### src/rtl/adc_dec_conv_arbiter.sv
// adc_dec_conv_arbiter
// Round-robin scheduler sharing one serial 12-bit binary to 4-digit BCD
// converter among N_CH ADC channels. A granted channel's value is latched
// onto conv_bin, the converter is started with a one-cycle conv_st pulse,
// and the BCD result is returned with a one-cycle dec_valid and a one-hot ack.
//
// Optional build macro: ADC_DEC_CONV_TIMEOUT_EN
//   When defined, a watchdog counts WAIT cycles and abandons a conversion
//   after TIMEOUT_CYC cycles without conv_ok, pulsing timeout_err and still
//   acking the requester so it is released. dec_out/dec_ch are left untouched.
//   When undefined, there is no counter, no timeout_err port, and WAIT waits
//   indefinitely for the converter.

module adc_dec_conv_arbiter #(
    parameter int N_CH        = 4,
    parameter int CH_W        = 2,
    parameter int TIMEOUT_CYC = 256
) (
    input  logic                 clk,
    input  logic                 rst,
    input  logic [N_CH-1:0]      req,
    input  logic [12*N_CH-1:0]   bin_in,
    output logic [N_CH-1:0]      ack,
    output logic [15:0]          dec_out,
    output logic [CH_W-1:0]      dec_ch,
    output logic                 dec_valid,
    output logic                 busy,
    output logic [11:0]          conv_bin,
    output logic                 conv_st,
    input  logic                 conv_ok,
    input  logic [15:0]          conv_dec
`ifdef ADC_DEC_CONV_TIMEOUT_EN
    ,
    output logic                 timeout_err
`endif
);

    typedef enum logic [2:0] {
        S_IDLE  = 3'd0,
        S_START = 3'd1,
        S_WAIT  = 3'd2,
        S_CAPT  = 3'd3,
        S_DONE  = 3'd4
    } state_t;

    state_t              state;
    state_t              state_next;

    logic [CH_W-1:0]     last;
    logic [CH_W-1:0]     cur_ch;
    logic [CH_W-1:0]     grant_ch;
    logic                grant_found;
    logic [11:0]         sel_bin;
    logic [N_CH-1:0]     cur_onehot;
    logic                timeout_hit;

`ifdef ADC_DEC_CONV_TIMEOUT_EN
    localparam int CNT_W = $clog2(TIMEOUT_CYC + 1);
    logic [CNT_W-1:0]    wait_cnt;
`endif

    // Round-robin search: scan from last+1 upward, wrapping, first request wins.
    always_comb begin
        int idx;
        grant_found = 1'b0;
        grant_ch    = '0;
        idx         = 0;
        for (int i = 1; i <= N_CH; i++) begin
            idx = int'(last) + i;
            if (idx >= N_CH) begin
                idx = idx - N_CH;
            end
            for (int j = 0; j < N_CH; j++) begin
                if (!grant_found && (idx == j) && req[j]) begin
                    grant_found = 1'b1;
                    grant_ch    = CH_W'(j);
                end
            end
        end
    end

    // Select the granted channel's binary value so it can be latched at grant.
    always_comb begin
        sel_bin = '0;
        for (int j = 0; j < N_CH; j++) begin
            if (grant_ch == CH_W'(j)) begin
                sel_bin = bin_in[12*j +: 12];
            end
        end
    end

    // One-hot decode of the channel currently being served, used for ack.
    always_comb begin
        cur_onehot = '0;
        for (int j = 0; j < N_CH; j++) begin
            cur_onehot[j] = (cur_ch == CH_W'(j));
        end
    end

`ifdef ADC_DEC_CONV_TIMEOUT_EN
    // Watchdog expiry: the last permitted WAIT cycle passed with no done strobe.
    always_comb begin
        timeout_hit = (state == S_WAIT) && !conv_ok &&
                      (wait_cnt == CNT_W'(TIMEOUT_CYC - 1));
    end

    // WAIT-cycle counter, restarted in START for every conversion.
    always_ff @(posedge clk) begin
        if (rst) begin
            wait_cnt <= '0;
        end else if (state == S_START) begin
            wait_cnt <= '0;
        end else if (state == S_WAIT) begin
            wait_cnt <= wait_cnt + 1'b1;
        end
    end
`else
    // Without the watchdog the WAIT state never expires.
    always_comb begin
        timeout_hit = 1'b0;
    end
`endif

    // State register.
    always_ff @(posedge clk) begin
        if (rst) begin
            state <= S_IDLE;
        end else begin
            state <= state_next;
        end
    end

    // Next-state logic; a conv_ok outside WAIT has no effect.
    always_comb begin
        state_next = state;
        case (state)
            S_IDLE: begin
                if (grant_found) begin
                    state_next = S_START;
                end
            end
            S_START: begin
                state_next = S_WAIT;
            end
            S_WAIT: begin
                if (conv_ok) begin
                    state_next = S_CAPT;
                end else if (timeout_hit) begin
                    state_next = S_DONE;
                end
            end
            S_CAPT: begin
                state_next = S_DONE;
            end
            S_DONE: begin
                state_next = S_IDLE;
            end
            default: begin
                state_next = S_IDLE;
            end
        endcase
    end

    // Datapath and registered outputs; strobes default low every cycle.
    always_ff @(posedge clk) begin
        if (rst) begin
            last      <= CH_W'(N_CH - 1);
            cur_ch    <= '0;
            conv_bin  <= '0;
            conv_st   <= 1'b0;
            busy      <= 1'b0;
            dec_out   <= '0;
            dec_ch    <= '0;
            dec_valid <= 1'b0;
            ack       <= '0;
        end else begin
            conv_st   <= 1'b0;
            dec_valid <= 1'b0;
            ack       <= '0;
            case (state)
                S_IDLE: begin
                    if (grant_found) begin
                        cur_ch   <= grant_ch;
                        conv_bin <= sel_bin;
                        conv_st  <= 1'b1;
                        busy     <= 1'b1;
                    end
                end
                S_WAIT: begin
                    if (timeout_hit) begin
                        ack  <= cur_onehot;
                        last <= cur_ch;
                    end
                end
                S_CAPT: begin
                    dec_out   <= conv_dec;
                    dec_ch    <= cur_ch;
                    dec_valid <= 1'b1;
                    ack       <= cur_onehot;
                    last      <= cur_ch;
                end
                S_DONE: begin
                    busy <= 1'b0;
                end
                default: begin
                end
            endcase
        end
    end

`ifdef ADC_DEC_CONV_TIMEOUT_EN
    // One-cycle timeout flag, aligned with the DONE cycle of an abandoned job.
    always_ff @(posedge clk) begin
        if (rst) begin
            timeout_err <= 1'b0;
        end else begin
            timeout_err <= timeout_hit;
        end
    end
`endif

endmodule

### config.mk
export PLATFORM = sky130hd
export DESIGN_NAME = adc_dec_conv_arbiter
export DESIGN_NICKNAME = d
export VERILOG_FILES = /design/src/rtl/adc_dec_conv_arbiter.sv
export SDC_FILE = /design/constraint.sdc
export NUM_CORES = 1
export LEC_CHECK = 0
export CAP_MARGIN = 20
export CORE_ASPECT_RATIO = 0.8
export CORE_MARGIN = 4
export CORE_UTILIZATION = 40
export DETAILED_ROUTE_END_ITERATION = 7
export PLACE_DENSITY = 0.88
export SKIP_LAST_GASP = 1
export SLEW_MARGIN = 20
export SYNTH_ARGS = -nofsm -noshare
export SYNTH_HDL_FRONTEND = slang
export SYNTH_SLANG_ARGS = --single-unit
### constraint.sdc
create_clock -name clk -period 1.75 [get_ports clk]
set_input_delay 0.35 -clock clk [delete_from_list [all_inputs] [get_ports clk]]
set_output_delay 0.35 -clock clk [all_outputs]
set_load 0.03 [all_outputs]
==> impl_metrics.py <==
metrics = {
    "outcome": {
        "status": "complete, no violations",
    },
    "cts": {
        "htree_num_levels": 2,
        "numCtsBuffers": 5,
        "ctsLongestPathBuffers": 2,
        "cts_tree": "built",
        "insertion_delay_ns": 0.30,
        "cts_root_buffer": "clkbuf_8",
        "postCtsSetupRepairBufs": 0,
        "clock-sinks": 44,
        "clk_pin_slew_ns": 0.09,
        "cts-hold-fix-buffers": 0,
    },
    "timing": {
        "tightest_slew_ns": 0.474,
        "finalClockSkew_ns": 0.0110,
        "rsz0062_at_grt": "false",
        "setup_tns_ns": 0,
        "max-slew-margin-rel": 0.684,
        "setup_violations": 0,
        "fmax_mhz": 593,
        "finalCriticalPeriod_ns": 1.68,
        "setup_slack_ns": 0.0651,
        "post-route-period-util": 0.963,
        "drv_slew": 0,
        "finalHoldViolCount": 0,
        "hold_slack_ns": 0.393,
    },
    "layout": {
        "final_net_count": 441,
        "utilization": 0.698,
        "antenna_cells": 0,
        "final_cell_mix": "clkdlybuf4s50_1 (102), nand2_1 (44), dfxtp_1 (43)",
        "fill_cells": 398,
        "drive_gt1_frac": 0.156,
        "layout_commonest_cell": "clkdlybuf4s50_1",
        "syn_to_final_growth_pct": 66.0,
    },
    "global_route": {
        "grt_pass1_vias": 2336,
        "grt_start_max_net_pins": 42,
        "grtUsageTotal": 0.208,
        "gr-total-overflow": 0,
        "grt_pass1_wl_mm": 11.2,
        "antenna_found_initial": 0,
    },
    "setup_path": {
        "crit_slowest_cell": "clkdlybuf4s50_1",
        "cp_max_fo": 2,
        "path_cells": "clkdlybuf4s50_1",
        "cp-end-kind": "primary output",
        "cp_num_buf_inv": 1,
        "crit_path_max_incr_delay_ns": 0.68,
        "path_class": "flop to primary output",
        "r2r_slack_ns": 0.11,
        "reg2reg_depth": 5,
        "cp.arrival_ns": 1.33,
        "crit_family": "buffers and inverters",
        "cp.depth": 1,
        "cp.required_ns": 1.40,
        "start_kind": "flop",
    },
    "power": {
        "irDropWorstVdd_uv": 585,
        "power_density_nw_per_um2": 891,
        "leakage_nw": 1.37,
    },
    "logic_synthesis": {
        "syn_nets": 316,
        "ys_ff_latch": 44,
        "synth_area_leaders": "dfxtp_1 (41%), nand2_1 (7.7%), a21oi_1 (5.1%)",
        "synth_area_um2": 2140,
        "synth_largest_area_cell": "dfxtp_1",
        "synth_area_per_cell_um2": 8.74,
        "yosys_warnings": 0,
        "synthCells": 245,
        "synth_top_area_frac": 0.411,
        "yosysSeqAreaShare": 0.411,
        "yosys.cell_types.count": 47,
    },
    "detailed_routing": {
        "ant_nets": 0,
        "wl_mm": 6.93,
        "drt_pass1_iterations": 4,
        "route.detailed.wl_per_inst_um": 16.0,
        "drc": 0,
        "drt_iter0_markers": 100,
        "vias_per_cell": 5.42,
        "vias": 2346,
    },
    "floorplan": {
        "io-pin-count": 108,
        "die_h_um": 73.4,
        "coreArea_um2": 5090,
        "die_area_um2": 6590,
        "initial_core_util": 0.420,
        "die_w_um": 89.8,
        "num_rows": 23,
    },
    "place": {
        "io_buffer_count": 107,
        "post-place-ws_ns": -0.492,
        "gp_congestion": 0.936,
        "hpwl_mm": 5.17,
    },
    "worst_hold_path": {
        "min_path_cells": 3,
        "hp-class": "input pin to flop",
    },
    "flow_run": {
        "max_cap_viol_count": 0,
    },
}
==> state kept, by name (all words and copies together) (netlist names), 2 cells and up <==
name	flops
dec_out	16
conv_bin	12
ack	4
state	3
cur_ch	2
dec_ch	2
last	2
==> synth_stat cells (all sizes together) <==
cell type and number:
a21boi 1, a32o 2, mux2i 9, nor2 11
nor2b 3, a221o 2, a21oi 23, a22o 1
and3 1, o2bb2ai 1, and2 1, a22oi 1
o21bai 1, nor4 2, a21o 9, or2 2
buf 9, o22a 2, a2111o 1, a211oi 1
nand2b 2, nand3 8, and2b 1, nand2 44
xnor2 1, o211ai 1, o21ai 11, nor3 6
a221oi 14, or4 1, inv 13, clkbuf 6
o221ai 2, o22ai 3, nor4b 1, dfxtp 44
nand3b 4
==> final cells by class <==
type | instances | area, um2 | share of cell area
Timing Repair Buffer | 133 | 1280 | 0.360
Sequential cell | 44 | 885 | 0.249
Clock buffer | 6 | 82.6 | 0.0232
Tap cell | 62 | 77.6 | 0.0218
Multi-Input combinational cell | 173 | 1140 | 0.321
Inverter | 13 | 48.8 | 0.0137
Clock inverter | 2 | 38.8 | 0.0109
==> cell families after synthesis <==
logic type      Yosys count  synth area share
simple gates             87             0.199
compound gates           76             0.275
flops                    44             0.411
buf+inv                  28            0.0684
mux                       9            0.0421
xor+xnor                  1           0.00409
==> report_power, final <==
group / internal [mW] / switching, mW
combinational: 0.587 / 0.584
sequential: 1.10 / 0.0666
clock: 0.467 / 0.358
==> timing repair <==
action / in CTS / in global routing
pin swaps: 0 / 0
resized for setup: 10 / 2
setup endpoints to repair: 14 / 6
==> metal layers <==
layer	up-vias	GRT usage	wire, um
met5	-	0	0
met4	0	0.0595	125
met3	14	0.0665	518
met2	89	0.368	3430
met1	1115	0.247	2860
li1	1128	-	-
==> per-stage QoR <==
step                      std cells  cell area [um2]  total power, mW
after global placement          425             3410             2.31
after detailed placement        425             3410             2.34
after global routing            433             3550             3.32
final                           433             3550             3.17
after floorplan                 245             2140             1.82
after CTS                       433             3550             3.17
==> final timing paths <==
path | from | endpoint
setup / recovery | conv_bin[1]$_SDFFE_PP0P_ | conv_bin[1]
setup reg to reg | last[1]$_SDFFE_PP1P_ | conv_bin[10]$_SDFFE_PP0P_
hold / removal | rst | conv_st$_SDFF_PP0_
hold reg to reg | dec_out[0]$_SDFFE_PP0P_ | dec_out[0]$_SDFFE_PP0P_
Note: power is estimated with default switching activity, not from simulation.
